$ cat src/rtl/aibcr3_txdat_pkg.sv
//------------------------------------------------------------------------------
// Module  : aibcr3_txdat_pkg
// Brief   : Shared state encoding and PRBS7 constants for the TX data serializer.
// Rev     : 1.0  initial release
//------------------------------------------------------------------------------
`default_nettype none

package aibcr3_txdat_pkg;

    typedef enum logic [1:0] {
        ST_IDLE  = 2'd0,
        ST_SHIFT = 2'd1,
        ST_PRBS  = 2'd2
    } txdat_state_t;

    localparam logic [6:0] PRBS7_SEED  = 7'h7F;
    localparam int         PRBS7_TAP_A = 6;
    localparam int         PRBS7_TAP_B = 5;

    // Advances x^7+x^6+1 by two bits; returns {next_state, b1, b0}.
    function automatic logic [8:0] prbs7_step2(input logic [6:0] s);
        logic       b0;
        logic       b1;
        logic [6:0] s1;
        logic [6:0] s2;
        b0 = s[PRBS7_TAP_A] ^ s[PRBS7_TAP_B];
        s1 = {s[5:0], b0};
        b1 = s1[PRBS7_TAP_A] ^ s1[PRBS7_TAP_B];
        s2 = {s1[5:0], b1};
        return {s2, b1, b0};
    endfunction

endpackage

`default_nettype wire

$ cat src/rtl/aibcr3_txdat_fifo.sv
//------------------------------------------------------------------------------
// Module  : aibcr3_txdat_fifo
// Brief   : Two-entry word FIFO in front of the TX serializer.
// Rev     : 1.0  initial release
//------------------------------------------------------------------------------
`default_nettype none

module aibcr3_txdat_fifo #(
    parameter int WORD_W = 8
) (
    input  logic              clk,
    input  logic              rst_n,
    input  logic              i_push,
    input  logic [WORD_W-1:0] i_wdata,
    input  logic              i_pop,
    output logic [WORD_W-1:0] o_rdata,
    output logic              o_full,
    output logic              o_empty
);

    logic [WORD_W-1:0] r_mem_q [0:1];
    logic [WORD_W-1:0] w_mem_d [0:1];
    logic              r_wptr_q, w_wptr_d;
    logic              r_rptr_q, w_rptr_d;
    logic [1:0]        r_cnt_q,  w_cnt_d;
    logic              w_do_push;
    logic              w_do_pop;

    assign o_full    = (r_cnt_q == 2'd2);
    assign o_empty   = (r_cnt_q == 2'd0);
    assign o_rdata   = r_mem_q[r_rptr_q];
    assign w_do_push = i_push & ~o_full;
    assign w_do_pop  = i_pop & ~o_empty;

    always_comb begin
        w_mem_d  = r_mem_q;
        w_wptr_d = r_wptr_q ^ w_do_push;
        w_rptr_d = r_rptr_q ^ w_do_pop;
        w_cnt_d  = r_cnt_q;
        if (w_do_push) begin
            w_mem_d[r_wptr_q] = i_wdata;
        end
        case ({w_do_push, w_do_pop})
            2'b10:   w_cnt_d = r_cnt_q + 2'd1;
            2'b01:   w_cnt_d = r_cnt_q - 2'd1;
            default: w_cnt_d = r_cnt_q;
        endcase
    end

    always_ff @(posedge clk or negedge rst_n) begin
        if (!rst_n) begin
            r_mem_q[0] <= '0;
            r_mem_q[1] <= '0;
            r_wptr_q   <= 1'b0;
            r_rptr_q   <= 1'b0;
            r_cnt_q    <= 2'd0;
        end else begin
            r_mem_q    <= w_mem_d;
            r_wptr_q   <= w_wptr_d;
            r_rptr_q   <= w_rptr_d;
            r_cnt_q    <= w_cnt_d;
        end
    end

endmodule

`default_nettype wire

$ cat src/rtl/aibcr3_txdat_ser.sv
//------------------------------------------------------------------------------
// Module  : aibcr3_txdat_ser
// Brief   : Word-to-bit-pair serializer feeding the DDR TX stage, with PRBS7 mode.
// Rev     : 1.0  initial release
//------------------------------------------------------------------------------
`default_nettype none

module aibcr3_txdat_ser
    import aibcr3_txdat_pkg::*;
#(
    parameter int WORD_W = 8
) (
    input  logic              ilaunch_clk,
    input  logic              irstb,
    input  logic              ser_en,
    input  logic [WORD_W-1:0] in_data,
    input  logic              in_valid,
    output logic              in_ready,
    input  logic              prbs_en,
    input  logic              idle_dat,
    output logic              idat0,
    output logic              idat1,
    output logic              busy,
    output logic [7:0]        underflow_cnt
);

    localparam int              NPAIRS    = WORD_W / 2;
    localparam int              PAIR_W    = (NPAIRS > 1) ? $clog2(NPAIRS) : 1;
    localparam logic [PAIR_W-1:0] LAST_PAIR = PAIR_W'(NPAIRS - 1);

    txdat_state_t      r_state_q, w_state_d;
    logic [WORD_W-1:0] r_shift_q, w_shift_d;
    logic [PAIR_W-1:0] r_pair_q,  w_pair_d;
    logic [6:0]        r_prbs_q,  w_prbs_d;
    logic [7:0]        r_ufl_q,   w_ufl_d;
    logic              r_idat0_q, w_idat0_d;
    logic              r_idat1_q, w_idat1_d;

    logic              w_push;
    logic              w_pop;
    logic [WORD_W-1:0] w_fifo_rdata;
    logic              w_fifo_full;
    logic              w_fifo_empty;
    logic              w_can_load;

    assign in_ready      = ~w_fifo_full & (r_state_q != ST_PRBS) & irstb;
    assign busy          = (r_state_q != ST_IDLE);
    assign idat0         = r_idat0_q;
    assign idat1         = r_idat1_q;
    assign underflow_cnt = r_ufl_q;
    assign w_push        = in_valid & in_ready;
    assign w_can_load    = ser_en & ~w_fifo_empty;

    aibcr3_txdat_fifo #(
        .WORD_W (WORD_W)
    ) u_fifo (
        .clk     (ilaunch_clk),
        .rst_n   (irstb),
        .i_push  (w_push),
        .i_wdata (in_data),
        .i_pop   (w_pop),
        .o_rdata (w_fifo_rdata),
        .o_full  (w_fifo_full),
        .o_empty (w_fifo_empty)
    );

    always_comb begin
        w_state_d = r_state_q;
        w_shift_d = r_shift_q;
        w_pair_d  = r_pair_q;
        w_prbs_d  = r_prbs_q;
        w_ufl_d   = r_ufl_q;
        w_idat0_d = idle_dat;
        w_idat1_d = idle_dat;
        w_pop     = 1'b0;

        case (r_state_q)
            ST_IDLE: begin
                if (prbs_en) begin
                    w_state_d = ST_PRBS;
                    {w_prbs_d, w_idat1_d, w_idat0_d} = prbs7_step2(PRBS7_SEED);
                end else if (w_can_load) begin
                    w_state_d = ST_SHIFT;
                    w_pop     = 1'b1;
                    w_idat0_d = w_fifo_rdata[0];
                    w_idat1_d = w_fifo_rdata[1];
                    w_shift_d = w_fifo_rdata >> 2;
                    w_pair_d  = '0;
                end
            end
            ST_SHIFT: begin
                // r_pair_q is the index of the pair currently on the outputs.
                if (r_pair_q != LAST_PAIR) begin
                    w_idat0_d = r_shift_q[0];
                    w_idat1_d = r_shift_q[1];
                    w_shift_d = r_shift_q >> 2;
                    w_pair_d  = r_pair_q + 1'b1;
                end else if (w_can_load) begin
                    w_pop     = 1'b1;
                    w_idat0_d = w_fifo_rdata[0];
                    w_idat1_d = w_fifo_rdata[1];
                    w_shift_d = w_fifo_rdata >> 2;
                    w_pair_d  = '0;
                end else begin
                    w_state_d = ST_IDLE;
                    if (ser_en && (r_ufl_q != 8'hFF)) begin
                        w_ufl_d = r_ufl_q + 8'd1;
                    end
                end
            end
            ST_PRBS: begin
                if (prbs_en) begin
                    {w_prbs_d, w_idat1_d, w_idat0_d} = prbs7_step2(r_prbs_q);
                end else begin
                    w_state_d = ST_IDLE;
                end
            end
            default: begin
                w_state_d = ST_IDLE;
            end
        endcase
    end

    always_ff @(posedge ilaunch_clk or negedge irstb) begin
        if (!irstb) begin
            r_state_q <= ST_IDLE;
            r_shift_q <= '0;
            r_pair_q  <= '0;
            r_prbs_q  <= PRBS7_SEED;
            r_ufl_q   <= 8'd0;
            r_idat0_q <= 1'b0;
            r_idat1_q <= 1'b0;
        end else begin
            r_state_q <= w_state_d;
            r_shift_q <= w_shift_d;
            r_pair_q  <= w_pair_d;
            r_prbs_q  <= w_prbs_d;
            r_ufl_q   <= w_ufl_d;
            r_idat0_q <= w_idat0_d;
            r_idat1_q <= w_idat1_d;
        end
    end

endmodule

`default_nettype wire

$ cat config.mk
export PLATFORM = sky130hd
export DESIGN_NAME = aibcr3_txdat_ser
export DESIGN_NICKNAME = d
export VERILOG_FILES = /design/src/rtl/aibcr3_txdat_pkg.sv /design/src/rtl/aibcr3_txdat_fifo.sv /design/src/rtl/aibcr3_txdat_ser.sv
export SDC_FILE = /design/constraint.sdc
export NUM_CORES = 1
export LEC_CHECK = 0
export ABC_AREA = 1
export BUFFER_PORTS_ARGS = -buffer_cell sky130_fd_sc_hd__buf_2
export CAP_MARGIN = 10
export CORE_UTILIZATION = 50
export CTS_BUF_LIST = sky130_fd_sc_hd__clkbuf_4 sky130_fd_sc_hd__clkbuf_8
export CTS_CLUSTER_DIAMETER = 30
export DETAILED_ROUTE_END_ITERATION = 10
export PLACE_DENSITY = 0.71
export SYNTH_ARGS = -nofsm -noshare
export SYNTH_HDL_FRONTEND = slang
export SYNTH_HIERARCHICAL = 1
export SYNTH_SLANG_ARGS = --single-unit
$ cat constraint.sdc
create_clock -name ilaunch_clk -period 2.9 [get_ports ilaunch_clk]
set_clock_uncertainty 0.2 [all_clocks]
set_input_delay 0.58 -clock ilaunch_clk [delete_from_list [all_inputs] [get_ports ilaunch_clk]]
set_output_delay 0.58 -clock ilaunch_clk [all_outputs]
set_load 0.005 [all_outputs]
Word level (Yosys, flattened, before mapping)
Index checks and enable logic that the tools add are counted.
{"block": "word_totals", "regBits": 49, "output_inout_bits": 12, "elab_cells": 100}
{"block": "classes", "add_sub_neg": 4, "n_lt_le_gt_ge": 3, "eq_ne": 15, "mux": 38, "bitwise_logic": 16, "n_reduce_logical": 12}
{"operator": "$mux W8", "n": 7}
{"operator": "$bwmux W16", "n": 1}
{"operator": "$mux W2", "n": 8}
{"operator": "$ne A2 B2 Y1 const B", "n": 8}
{"operator": "$pmux W8 S2", "n": 1}
{"operator": "$mux W7", "n": 2}
{"operator": "$pmux W7 S2", "n": 1}
{"operator": "$mux W1", "n": 11}
{"operator": "$add A8 B1 Y8 const B", "n": 1}
{"operator": "$demux W8 S1", "n": 1}
{"operator": "$ne A8 B8 Y1 const B", "n": 1}
{"operator": "$pmux W2 S2", "n": 2}
{"operator": "$reduce_and A4 Y1", "n": 2}
{"operator": "$reduce_bool A2 Y1", "n": 4}
{"operator": "$and A1 B1 Y1", "n": 6}
{"operator": "$eq A2 B2 Y1 const B", "n": 3}
{"operator": "$pmux W1 S3", "n": 2}
{"operator": "$pmux W2 S3", "n": 1}
{"operator": "$add A2 B1 Y2 const B", "n": 2}
{"operator": "$eq A2 B1 Y1 const B", "n": 2}
{"operator": "$ge A2 B2 Y1 const B", "n": 2}
{"operator": "$logic_not A2 Y1", "n": 2}
{"operator": "$not A1 Y1", "n": 4}
{"operator": "$not A1 Y2", "n": 2}
{"operator": "other kinds (8)", "n": 12}

Depth between registers and ports, before layout
Gate-level depths: netlist (run 1).
{"block": "depth", "depth_word": 9, "ltp_mapped": 14, "depth_no_buf": 14}

Cells and area by module
The synthesis (run 1) kept the hierarchy.
{"mod": "aibcr3_txdat_ser", "n_inst": 1, "cells_each": 204, "area_each_um2": 1560.2, "seq_area_each_um2": 734.5}
{"mod": "aibcr3_txdat_fifo", "n_inst": 1, "cells_each": 113, "area_each_um2": 934.6, "seq_area_each_um2": 500.5}

Least setup slack after synthesis (run 1)
No wires, ideal clock.
{"block": "synth_timing", "kind": "input to register", "startpoint": "in irstb", "endpoint": "reg u_fifo/r_mem_q[13] (netlist name)", "arrival_time_ps": 1477, "path_slack_ps": 1096, "path_stages": 7, "n_path_buf": 1, "path_cell_list": "o21ai_0 nor3b_1 o21ai_0 inv_1 ha_1 buf_4 o21ai_0"}
{"block": "synth_via", "elab_chain_len": 3}
{"item": "start, declared", "line_no": "aibcr3_txdat_ser.sv:14", "rtl": "input logic irstb,"}
{"item": "$and A1 B1 Y1", "line_no": "aibcr3_txdat_ser.sv:46", "rtl": "assign in_ready = ~w_fifo_full & (r_state_q != ST_PRBS) & irstb;"}
{"item": "$and A1 B1 Y1", "line_no": "aibcr3_txdat_ser.sv:51", "rtl": "assign w_push = in_valid & in_ready;"}
{"item": "named net w_push", "line_no": "aibcr3_txdat_ser.sv:39", "rtl": "logic w_push;"}
{"item": "$and A1 B1 Y1", "line_no": "aibcr3_txdat_fifo.sv:32", "rtl": "assign w_do_push = i_push & ~o_full;"}
{"item": "end signal, assigned", "line_no": "aibcr3_txdat_fifo.sv:58", "rtl": "r_mem_q <= w_mem_d;"}
{"item": "end, declared", "line_no": "aibcr3_txdat_fifo.sv:21", "rtl": "logic [WORD_W-1:0] r_mem_q [0:1];"}
The timed path passes the listed nets, and every way through them passes these cells.
A chain may end at the register's enable or synchronous reset.

Final worst setup path (run 1)
{"block": "layout_timing", "startpoint": "reg r_state_q[0]", "endpoint": "reg u_fifo/r_mem_q[15] (netlist name)"}
{"block": "layout_via", "elab_chain_len": 5}
{"item": "start, declared", "line_no": "aibcr3_txdat_ser.sv:31", "rtl": "txdat_state_t r_state_q, w_state_d;"}
{"item": "start signal, assigned", "line_no": "aibcr3_txdat_ser.sv:134", "rtl": "r_state_q <= w_state_d;"}
{"item": "$ne A2 B2 Y1", "line_no": "aibcr3_txdat_ser.sv:46"}
{"item": "$and A1 B1 Y1 (2 in a row)", "line_no": "aibcr3_txdat_ser.sv:46"}
{"item": "$and A1 B1 Y1", "line_no": "aibcr3_txdat_ser.sv:51"}
{"item": "named net w_push", "line_no": "aibcr3_txdat_ser.sv:39"}
{"item": "$and A1 B1 Y1", "line_no": "aibcr3_txdat_fifo.sv:32"}
The timed path passes the listed nets, and every way through them passes these cells.

==> impl_metrics.csv, run 1 <==
group,metric,value,unit
run_status,status,"completed",
logic_synthesis,syn_area,0.00249,mm^2
critical_path,cp_max_fo,16,
critical_path,worst_path_max_delay_cell,"dfrtp_1",
critical_path,critical_path_buf_inv_count,1,
critical_path,cpMostUsedCell,"o21ai_0",
grt,antenna_found_initial,0,
final_layout,final_cell_area,0.00278,mm^2
logic_synthesis,yosys.area.top_type,"dfrtp_1",
routing,drtPass1Iterations,4,
clock_network,clock-root-buffer,"clkbuf_8",
clock_network,cts_tree,"built",
placed_design,gp_congestion,0.849,
placed_design,dp_hpwl,3.47,mm
routing,wl_per_cell,11.8,um
logic_synthesis,ys_seq_area_share,49.5,%
placed_design,pre_cts_ws,0.659,ns
placed_design,place_area,0.00266,mm^2
die,die_w,72.6,um
routing,drt-total-wl,4.88,mm
logic_synthesis,synth_top_area_share,42.1,%
power,p_leak,1.49,nW
timing,fmax,0.453,GHz
logic_synthesis,yosysWarningCount,6,
timing,final.period_utilization,76.1,%
clock_network,ctsLongestPathBuffers,2,
clock_network,clk_latency,0.30,ns
critical_path,arrival,2.17,ns
critical_path,crit_chain,"o21ai_0, nor3b_1, o21ai_0, inv_1, ha_1, o21ai_0",
timing,fin_ws,0.693,ns
timing,rsz0062_at_grt,"no",
logic_synthesis,ys_ff_latch,49,
die,ioPinCount,26,
die,fp-row-count,25,
logic_synthesis,synth_common_cells,"nand2_1 (99), inv_1 (49), dfrtp_1 (42)",
final_layout,fill_cells,442,
timing,final_max_slew_viol_count,0,
timing,finalSetupTns,0,ns
timing,hold_viol,0,
critical_path,end_kind,"register",
final_layout,final_util,58.5,%
timing,setup_viol,0,
grt,first_global_vias,1889,
clock_network,cts_setup_buffers,0,
logic_synthesis,synth_edf_count,0,
critical_path,startpoint_type,"register",
routing,ant_nets,0,
grt,grt_pass1_wl,8.23,mm
grt,grt_usage,20.5,%
logic_synthesis,yosys-top-cells-area,"dfrtp_1 (42%), nand2_1 (15%), dfstp_2 (7.4%)",
clock_network,clk_pin_slew,0.09,ns
grt,grt_overflow,0,
logic_synthesis,synth.distinct_cells,27,
routing,drtIter0Drc,109,
timing,relSlewSlack,58.2,%
logic_synthesis,synth.most_common_cell,"nand2_1",
clock_network,htreeDepth,2,
logic_synthesis,syn_area_per_cell,7.87,um^2
die,dieArea,0.00528,mm^2
routing,via_per_inst,4.80,
die,start_util,52.5,%
timing,period_minus_slack,2.21,ns
final_layout,area_growth,11.5,%
die,core,0.00475,mm^2
hold_path,min_path_type,"in -> async",
logic_synthesis,ys_async_sr_fraction,100,%
logic_synthesis,synth_fp_nets,336,
final_layout,n_antenna_cell,0,
routing,vias,1981,
clock_network,cts_buffers,5,
timing,fin_hold_ws,0.196,ns
power,p_per_area,803,mW/mm^2
die,die_h,72.6,um
critical_path,cp_slowest_stage_delay,0.55,ns
logic_synthesis,syn_inst,317,
critical_path,critical_path.top_delay_family,"flip-flops",
clock_network,post_cts_resized,0,
routing,post-route-drc-count,0,
placed_design,placement.io_buffers,25,
clock_network,cts.sinks,49,
critical_path,path_class,"reg -> reg",
final_layout,drive_above_1_share,15.6,%
logic_synthesis,synthFlopType,"dfrtp_1",
grt,grt_start_max_net_pins,50,
timing,worst_pin_slew,0.627,ns
run,cap_violations,0,
final_layout,fin_nets,364,
clock_network,ctsHoldBuffers,0,
critical_path,cp.required,2.86,ns
power,ir_drop,377,uV
-- cell usage in the layout, fill, tap and decap left out, drive strengths merged, types with 5 or more instances in the layout --
cell type / Yosys / final
nand2: 102 / 102
dfstp: 7 / 7
nor2: 32 / 32
o21ai: 32 / 32
a22oi: 5 / 5
nand3: 19 / 19
ha: 5 / 5
dfrtp: 42 / 42
inv: 53 / 53
clkbuf: 0 / 7
buf: 5 / 26
-- worst register-to-register path, cell delays in order, from the launching register on --
cell,delay [ns]
dfrtp_1,0.55
o21ai_0,0.19
nor3b_1,0.22
o21ai_0,0.15
inv_1,0.11
ha_1,0.47
o21ai_0,0.18
-- through the flow --
stage,instances,total power [W]
after floorplan,317,0.00156
after global placement,405,0.00170
after detailed placement,405,0.00173
after CTS,413,0.00225
after global routing,413,0.00241
final,413,0.00223
-- state kept, by name (all words and copies together), names as in the netlist --
| name | cells |
|---|---|
| u_fifo/r_mem_q | 16 |
| u_fifo/r_wptr_q | 1 |
| r_state_q | 2 |
| u_fifo/r_cnt_q | 2 |
| r_shift_q | 8 |
| r_pair_q | 2 |
| r_prbs_q | 7 |
| underflow_cnt | 8 |
| idat0 | 1 |
| idat1 | 1 |
| u_fifo/r_rptr_q | 1 |
-- report_power, final --
group | total (W) | internal [W] | leakage [nW] | switching [W]
Combinational | 0.000634 | 0.000239 | 0.828 | 0.000395
Clock | 0.000512 | 0.000291 | 0.0619 | 0.000221
Sequential | 0.00109 | 0.000937 | 0.599 | 0.000151
-- path summary, 6_finish.rpt --
kind,startpoint,slack [ns],endpoint,depth (start not counted)
worst max-delay path,r_state_q[0],0.69,u_fifo/r_mem_q[15],6
worst min-delay path,irstb,0.20,u_fifo/r_mem_q[8],2
worst max register to register,r_state_q[0],0.69,u_fifo/r_mem_q[15],6
worst min register to register,u_fifo/r_cnt_q[1],0.28,u_fifo/r_cnt_q[1],2
max in group asynchronous,irstb,1.87,underflow_cnt[1],2
min in group ilaunch_clk,u_fifo/r_cnt_q[1],0.28,u_fifo/r_cnt_q[1],2
-- logic make-up (layout without fill, tap and decap cells) --
group                      after synthesis  after routing  synth area share (%)
and+or+nand+nor                        163            163                  28.3
buffers and inverters                   58             87                  10.1
DFF                                     49             49                  49.5
AOI/OAI and AO/OA                       38             38                  8.12
adders and majority gates                5              5                  2.51
xor gates and xnor gates                 4              4                  1.40
-- layer usage --
layer / vias up / track usage [%] / share of wire, %
met5: - / 0 / 0
met2: 30 / 34.2 / 45
met4: 0 / 7.63 / 1.4
met3: 7 / 2.90 / 3.3
li1: 1033 / - / -
met1: 911 / 27.5 / 50
-- cell type report --
cell class	count	area [um^2]	share of cell area [%]
sequential	49	1230	44.4
multi-input combinational	210	1010	36.2
inverter	53	204	7.33
timing repair buffer	26	133	4.77
clock buffer	7	90.1	3.24
tap	67	83.8	3.01
clock inverter	1	30.0	1.08
Power figures use the tool's default switching activity.
==> run 2: changes to the inputs <==
--- a/config.mk
+++ b/config.mk
@@ -12,7 +12,7 @@
 export CTS_BUF_LIST = sky130_fd_sc_hd__clkbuf_4 sky130_fd_sc_hd__clkbuf_8
 export CTS_CLUSTER_DIAMETER = 30
 export DETAILED_ROUTE_END_ITERATION = 10
-export PLACE_DENSITY = 0.71
+export PLACE_DENSITY = 0.74
 export SYNTH_ARGS = -nofsm -noshare
 export SYNTH_HDL_FRONTEND = slang
 export SYNTH_HIERARCHICAL = 1
==> constraint.sdc (replaced) <==
create_clock -name ilaunch_clk -period 1.9 [get_ports ilaunch_clk]
set_clock_uncertainty 0.2 [all_clocks]
set_input_delay 0.38 -clock ilaunch_clk [delete_from_list [all_inputs] [get_ports ilaunch_clk]]
set_output_delay 0.38 -clock ilaunch_clk [all_outputs]
set_load 0.005 [all_outputs]
==> run 2 against run 1 <==
Against the previous run: sequential share of layout area shrank 1.9 points; register-to-register slack got worse by 0.69 ns; critical path depth is 4 higher; via count grew 3.8%.
==> impl_metrics.csv, run 2 (synthesis results as in run 1) <==
group,metric,value,unit
run_status,status,"completed",
clock_network,clk_latency,0.30,ns
placed_design,placedCellCount,413,
final_layout,regMostFlops,"u_fifo/r_mem_q",
clock_network,ctsHoldBuffers,0,
placed_design,place_area,0.00272,mm^2
final_layout,fin_nets,377,
power,ir_drop,666,uV
timing,relSlewSlack,60.1,%
critical_path,path_class,"reg -> reg",
final_layout,layout.cells.non_filler,426,
final_layout,n_antenna_cell,0,
timing,hold_viol,0,
timing,final_max_slew_viol_count,0,
critical_path,cp_max_fo,4,
routing,drt-total-wl,4.85,mm
grt,grt_usage,20.0,%
routing,post-route-drc-count,0,
run,cap_violations,0,
critical_path,arrival,1.90,ns
critical_path,startpoint_type,"register",
routing,ant_nets,0,
grt,antenna_found_initial,0,
critical_path,cp.required,1.90,ns
clock_network,cts_buffers,5,
placed_design,dp_hpwl,3.35,mm
clock_network,ctsLongestPathBuffers,2,
grt,first_global_vias,1828,
timing,rsz0062_at_grt,"yes",
placed_design,gp_congestion,0.780,
routing,drtPass1Iterations,4,
grt,grt_overflow,0,
die,die_h,72.6,um
die,ioPinCount,26,
hold_path,min_path_type,"in -> async",
final_layout,largest_reg_flops,16,
final_layout,drive_above_1_share,21.7,%
clock_network,htreeDepth,2,
routing,drtIter0Drc,111,
timing,fmax,0.527,GHz
die,dieArea,0.00528,mm^2
routing,via_per_inst,4.83,
clock_network,cts_tree,"built",
grt,grt_pass1_wl,8.09,mm
timing,setup_viol,0,
routing,vias,2057,
placed_design,placement.io_buffers,25,
clock_network,clock-root-buffer,"clkbuf_8",
power,p_leak,1.53,nW
die,die_w,72.6,um
die,fp-row-count,25,
final_layout,final_common_cell,"nand2_1",
routing,wl_per_cell,11.4,um
final_layout,final_cell_area,0.00291,mm^2
power,p_per_area,1170,mW/mm^2
timing,final.period_utilization,99.9,%
grt,grt_start_max_net_pins,50,
die,start_util,52.5,%
final_layout,mostFrequentLayoutCells,"nand2_1 (97), inv_1 (48), dfrtp_1 (42), o21ai_0 (30), nor2_1 (28)",
die,core,0.00475,mm^2
clock_network,cts.sinks,49,
clock_network,clk_pin_slew,0.09,ns
final_layout,area_growth,16.6,%
final_layout,fill_cells,444,
timing,period_minus_slack,1.90,ns
critical_path,end_kind,"register",
timing,worst_pin_slew,0.599,ns
run 2: changes by cell type in the layout (fill, tap and decap cells not counted), moves of 2 or more:
cell,before,now
ha_1,5,1
buf_4,1,12
ha_2,0,4
nand2_2,2,5
nand2_1,99,97
run 2: path summary, 6_finish.rpt:
path / startpoint / to / slack (ns) / depth (start not counted)
max in group asynchronous: irstb / u_fifo/r_rptr_q / 1.09 / 2
worst min-delay path: irstb / u_fifo/r_mem_q[0] / 0.009 / 2
worst min register to register: r_prbs_q[0] / r_prbs_q[2] / 0.29 / 2
worst max register to register: r_state_q[0] / u_fifo/r_cnt_q[1] / 0.002 / 10
worst max-delay path: r_state_q[0] / u_fifo/r_cnt_q[1] / 0.002 / 10
min in group ilaunch_clk: in_data[6] / u_fifo/r_mem_q[6] / 0.09 / 3
run 2: where the power goes:
group | internal, W | switching [W] | leakage [nW]
Clock | 0.000296 | 0.000348 | 0.0512
Combinational | 0.000454 | 0.000649 | 0.881
Sequential | 0.00143 | 0.000218 | 0.599
Total | 0.00218 | 0.00122 | 1.53
run 2: through the flow:
step	total power (W)	worst slack [ns]	util, %	hold WS (ns)	setup TNS [ns]
floorplan	0.00238	0.0987	-	-0.116	0
global placement	0.00263	-0.0751	57.3	0.255	-0.945
detailed placement	0.00268	-0.149	57.3	0.266	-1.99
CTS	0.00336	0.00871	59.6	0.00921	0
global route	0.00370	-0.110	61.2	0.0615	-0.898
finish	0.00340	0.00160	61.2	0.00944	0
run 2: per-layer routing:
layer,part of all wire [%],vias up,GRT usage (%)
li1,-,1060,-
met2,47,45,31.5
met1,47,948,28.1
met3,5.0,4,4.70
met4,0.83,0,4.58
met5,0,-,0
run 2: final cells by class:
class | instances | area (um^2) | area share (%)
Clock inverter | 2 | 13.8 | 0.473
Tap cell | 67 | 83.8 | 2.88
Sequential cell | 49 | 1230 | 42.5
Clock buffer | 6 | 82.6 | 2.84
Timing Repair Buffer | 38 | 226 | 7.78
Inverter | 53 | 204 | 7.01
Multi-Input combinational cell | 211 | 1060 | 36.6
run 2: critical path, cell delays in order (launching register included):
cell,delay [ns]
dfrtp_1,0.44
nor2_2,0.16
nand2_2,0.11
a21oi_4,0.19
nand2_1,0.08
inv_1,0.08
ha_2,0.28
inv_1,0.07
nand3_1,0.07
nand2_1,0.06
nand2_1,0.05
run 2: repair_timing:
action / in CTS / in global routing
setup buffers: 1 / 3
endpoints found under the setup margin: 18 / 25
resized for setup: 4 / 12
pin swaps: 0 / 4
cloned: 0 / 1
==> run 3: changes to the inputs <==
--- a/config.mk
+++ b/config.mk
@@ -13,6 +13,7 @@
 export CTS_CLUSTER_DIAMETER = 30
 export DETAILED_ROUTE_END_ITERATION = 10
 export PLACE_DENSITY = 0.74
+export RECOVER_POWER = 25
 export SYNTH_ARGS = -nofsm -noshare
 export SYNTH_HDL_FRONTEND = slang
 export SYNTH_HIERARCHICAL = 1
==> run 3 against run 2 <==
Against the previous run: clock power about the same; combinational power about the same; flip-flop and latch count unchanged; critical endpoint unchanged; largest cell class unchanged; highest routed layer unchanged.
==> impl_metrics.csv, run 3 (synthesis results as in run 1) <==
group,metric,value,unit
die,die_w,72.6,um
final_layout,fin_nets,377,
clock_network,ctsLongestPathBuffers,2,
final_layout,area_growth,16.5,%
run,cap_violations,0,
clock_network,clk_latency,0.30,ns
timing,fin_ws,0.00166,ns
critical_path,startpoint_type,"register",
clock_network,cts_buffers,5,
critical_path,end_kind,"register",
final_layout,final_common_cell,"nand2_1",
placed_design,pre_cts_ws,-0.149,ns
final_layout,mostFrequentLayoutCells,"nand2_1 (97), inv_1 (48), dfrtp_1 (42), o21ai_0 (30), nor2_1 (28)",
critical_path,cp_max_fo,4,
routing,drtIter0Drc,108,
placed_design,dp_hpwl,3.35,mm
clock_network,clock-root-buffer,"clkbuf_8",
grt,grt_start_max_net_pins,50,
timing,fmax,0.527,GHz
grt,grt_usage,20.0,%
critical_path,arrival,1.90,ns
grt,antenna_found_initial,0,
timing,rsz0062_at_grt,"yes",
routing,via_per_inst,4.83,
final_layout,largest_reg_flops,16,
die,core,0.00475,mm^2
timing,worst_pin_slew,1.18,ns
die,ioPinCount,26,
timing,final.period_utilization,99.9,%
power,ir_drop,665,uV
hold_path,min_path_type,"in -> reg",
routing,post-route-drc-count,0,
grt,first_global_vias,1828,
clock_network,cts_tree,"built",
placed_design,placement.io_buffers,25,
grt,grt_overflow,0,
timing,period_minus_slack,1.90,ns
clock_network,cts.sinks,49,
timing,relSlewSlack,21.3,%
routing,drtPass1Iterations,4,
die,fp-row-count,25,
power,p_leak,1.53,nW
clock_network,htreeDepth,2,
grt,grt_pass1_wl,8.09,mm
timing,hold_viol,0,
routing,wl_per_cell,11.4,um
placed_design,gp_congestion,0.780,
final_layout,final_cell_area,0.00291,mm^2
timing,setup_viol,0,
power,p_per_area,1170,mW/mm^2
run_status,status,"completed",
critical_path,path_class,"reg -> reg",
routing,vias,2059,
routing,drt-total-wl,4.85,mm
placed_design,place_area,0.00272,mm^2
die,dieArea,0.00528,mm^2
timing,final_max_slew_viol_count,0,
final_layout,drive_above_1_share,21.7,%
final_layout,regMostFlops,"u_fifo/r_mem_q",
final_layout,n_antenna_cell,0,
die,die_h,72.6,um
clock_network,clk_pin_slew,0.09,ns
routing,ant_nets,0,
die,start_util,52.5,%
clock_network,ctsHoldBuffers,0,
critical_path,cp.required,1.90,ns
## run 3: layout make-up
cell class | count | area [um^2]
clock buffer | 6 | 82.6
clock inverter | 2 | 13.8
timing repair buffer | 38 | 224
sequential | 49 | 1230
inverter | 53 | 204
tap | 67 | 83.8
multi-input combinational | 211 | 1060
fill | 445 | 1850
## run 3: worst paths after layout
path,start,slack (ns),cells after the start,end
hold reg to reg,r_prbs_q[0],0.29,2,r_prbs_q[2]
setup / recovery,r_state_q[0],0.002,10,u_fifo/r_cnt_q[1]
setup reg to reg,r_state_q[0],0.002,10,u_fifo/r_cnt_q[1]
hold / removal,in_data[4],0.09,3,u_fifo/r_mem_q[12]
max in group asynchronous,irstb,0.56,2,u_fifo/r_rptr_q
min in group asynchronous,irstb,0.23,2,u_fifo/r_mem_q[0]
## run 3: timing repair
| item | 4_1_cts | 5_1_grt |
|---|---|---|
| gates cloned | 0 | 1 |
| endpoints found under the setup margin | 18 | 25 |
| setup buffers | 1 | 3 |
| pin swaps | 0 | 4 |
| gates resized for setup | 4 | 12 |
## run 3: where the power goes
part	leakage [nW]	internal (W)	total [W]	switching, W
combinational	0.881	0.000453	0.00110	0.000649
clock	0.0512	0.000296	0.000646	0.000351
sequential	0.599	0.00143	0.00165	0.000217
total	1.53	0.00218	0.00340	0.00122
## run 3: critical path: stages, from the launching register on
cell and delay (ns):
dfrtp_1 0.44, nor2_2 0.16, nand2_2 0.11, a21oi_4 0.19, nand2_1 0.08, inv_1 0.08
ha_2 0.28, inv_1 0.07, nand3_1 0.07, nand2_1 0.06, nand2_1 0.05
## run 3: routing by layer
metal  routed length (um)  GRT usage (%)  share of wire, %  vias to the layer above
met1                 2300           28.1                47                      950
met5                    0              0                 0                        -
met2                 2280           31.5                47                       45
met4                   40           4.58              0.82                        0
met3                  234           4.70               4.8                        4
li1                     -              -                 -                     1060
## run 3: through the flow
step | util (%) | total power [W] | std cells | TNS (ns) | hold WS [ns]
final | 61.1 | 0.00340 | 426 | 0 | 0.0918
after global routing | 61.1 | 0.00370 | 426 | -0.898 | 0.0897
after CTS | 59.6 | 0.00336 | 422 | 0 | 0.00921
after detailed placement | 57.3 | 0.00268 | 413 | -1.99 | 0.266
after global placement | 57.3 | 0.00263 | 413 | -0.945 | 0.255
after floorplan | - | 0.00238 | 317 | 0 | -0.116
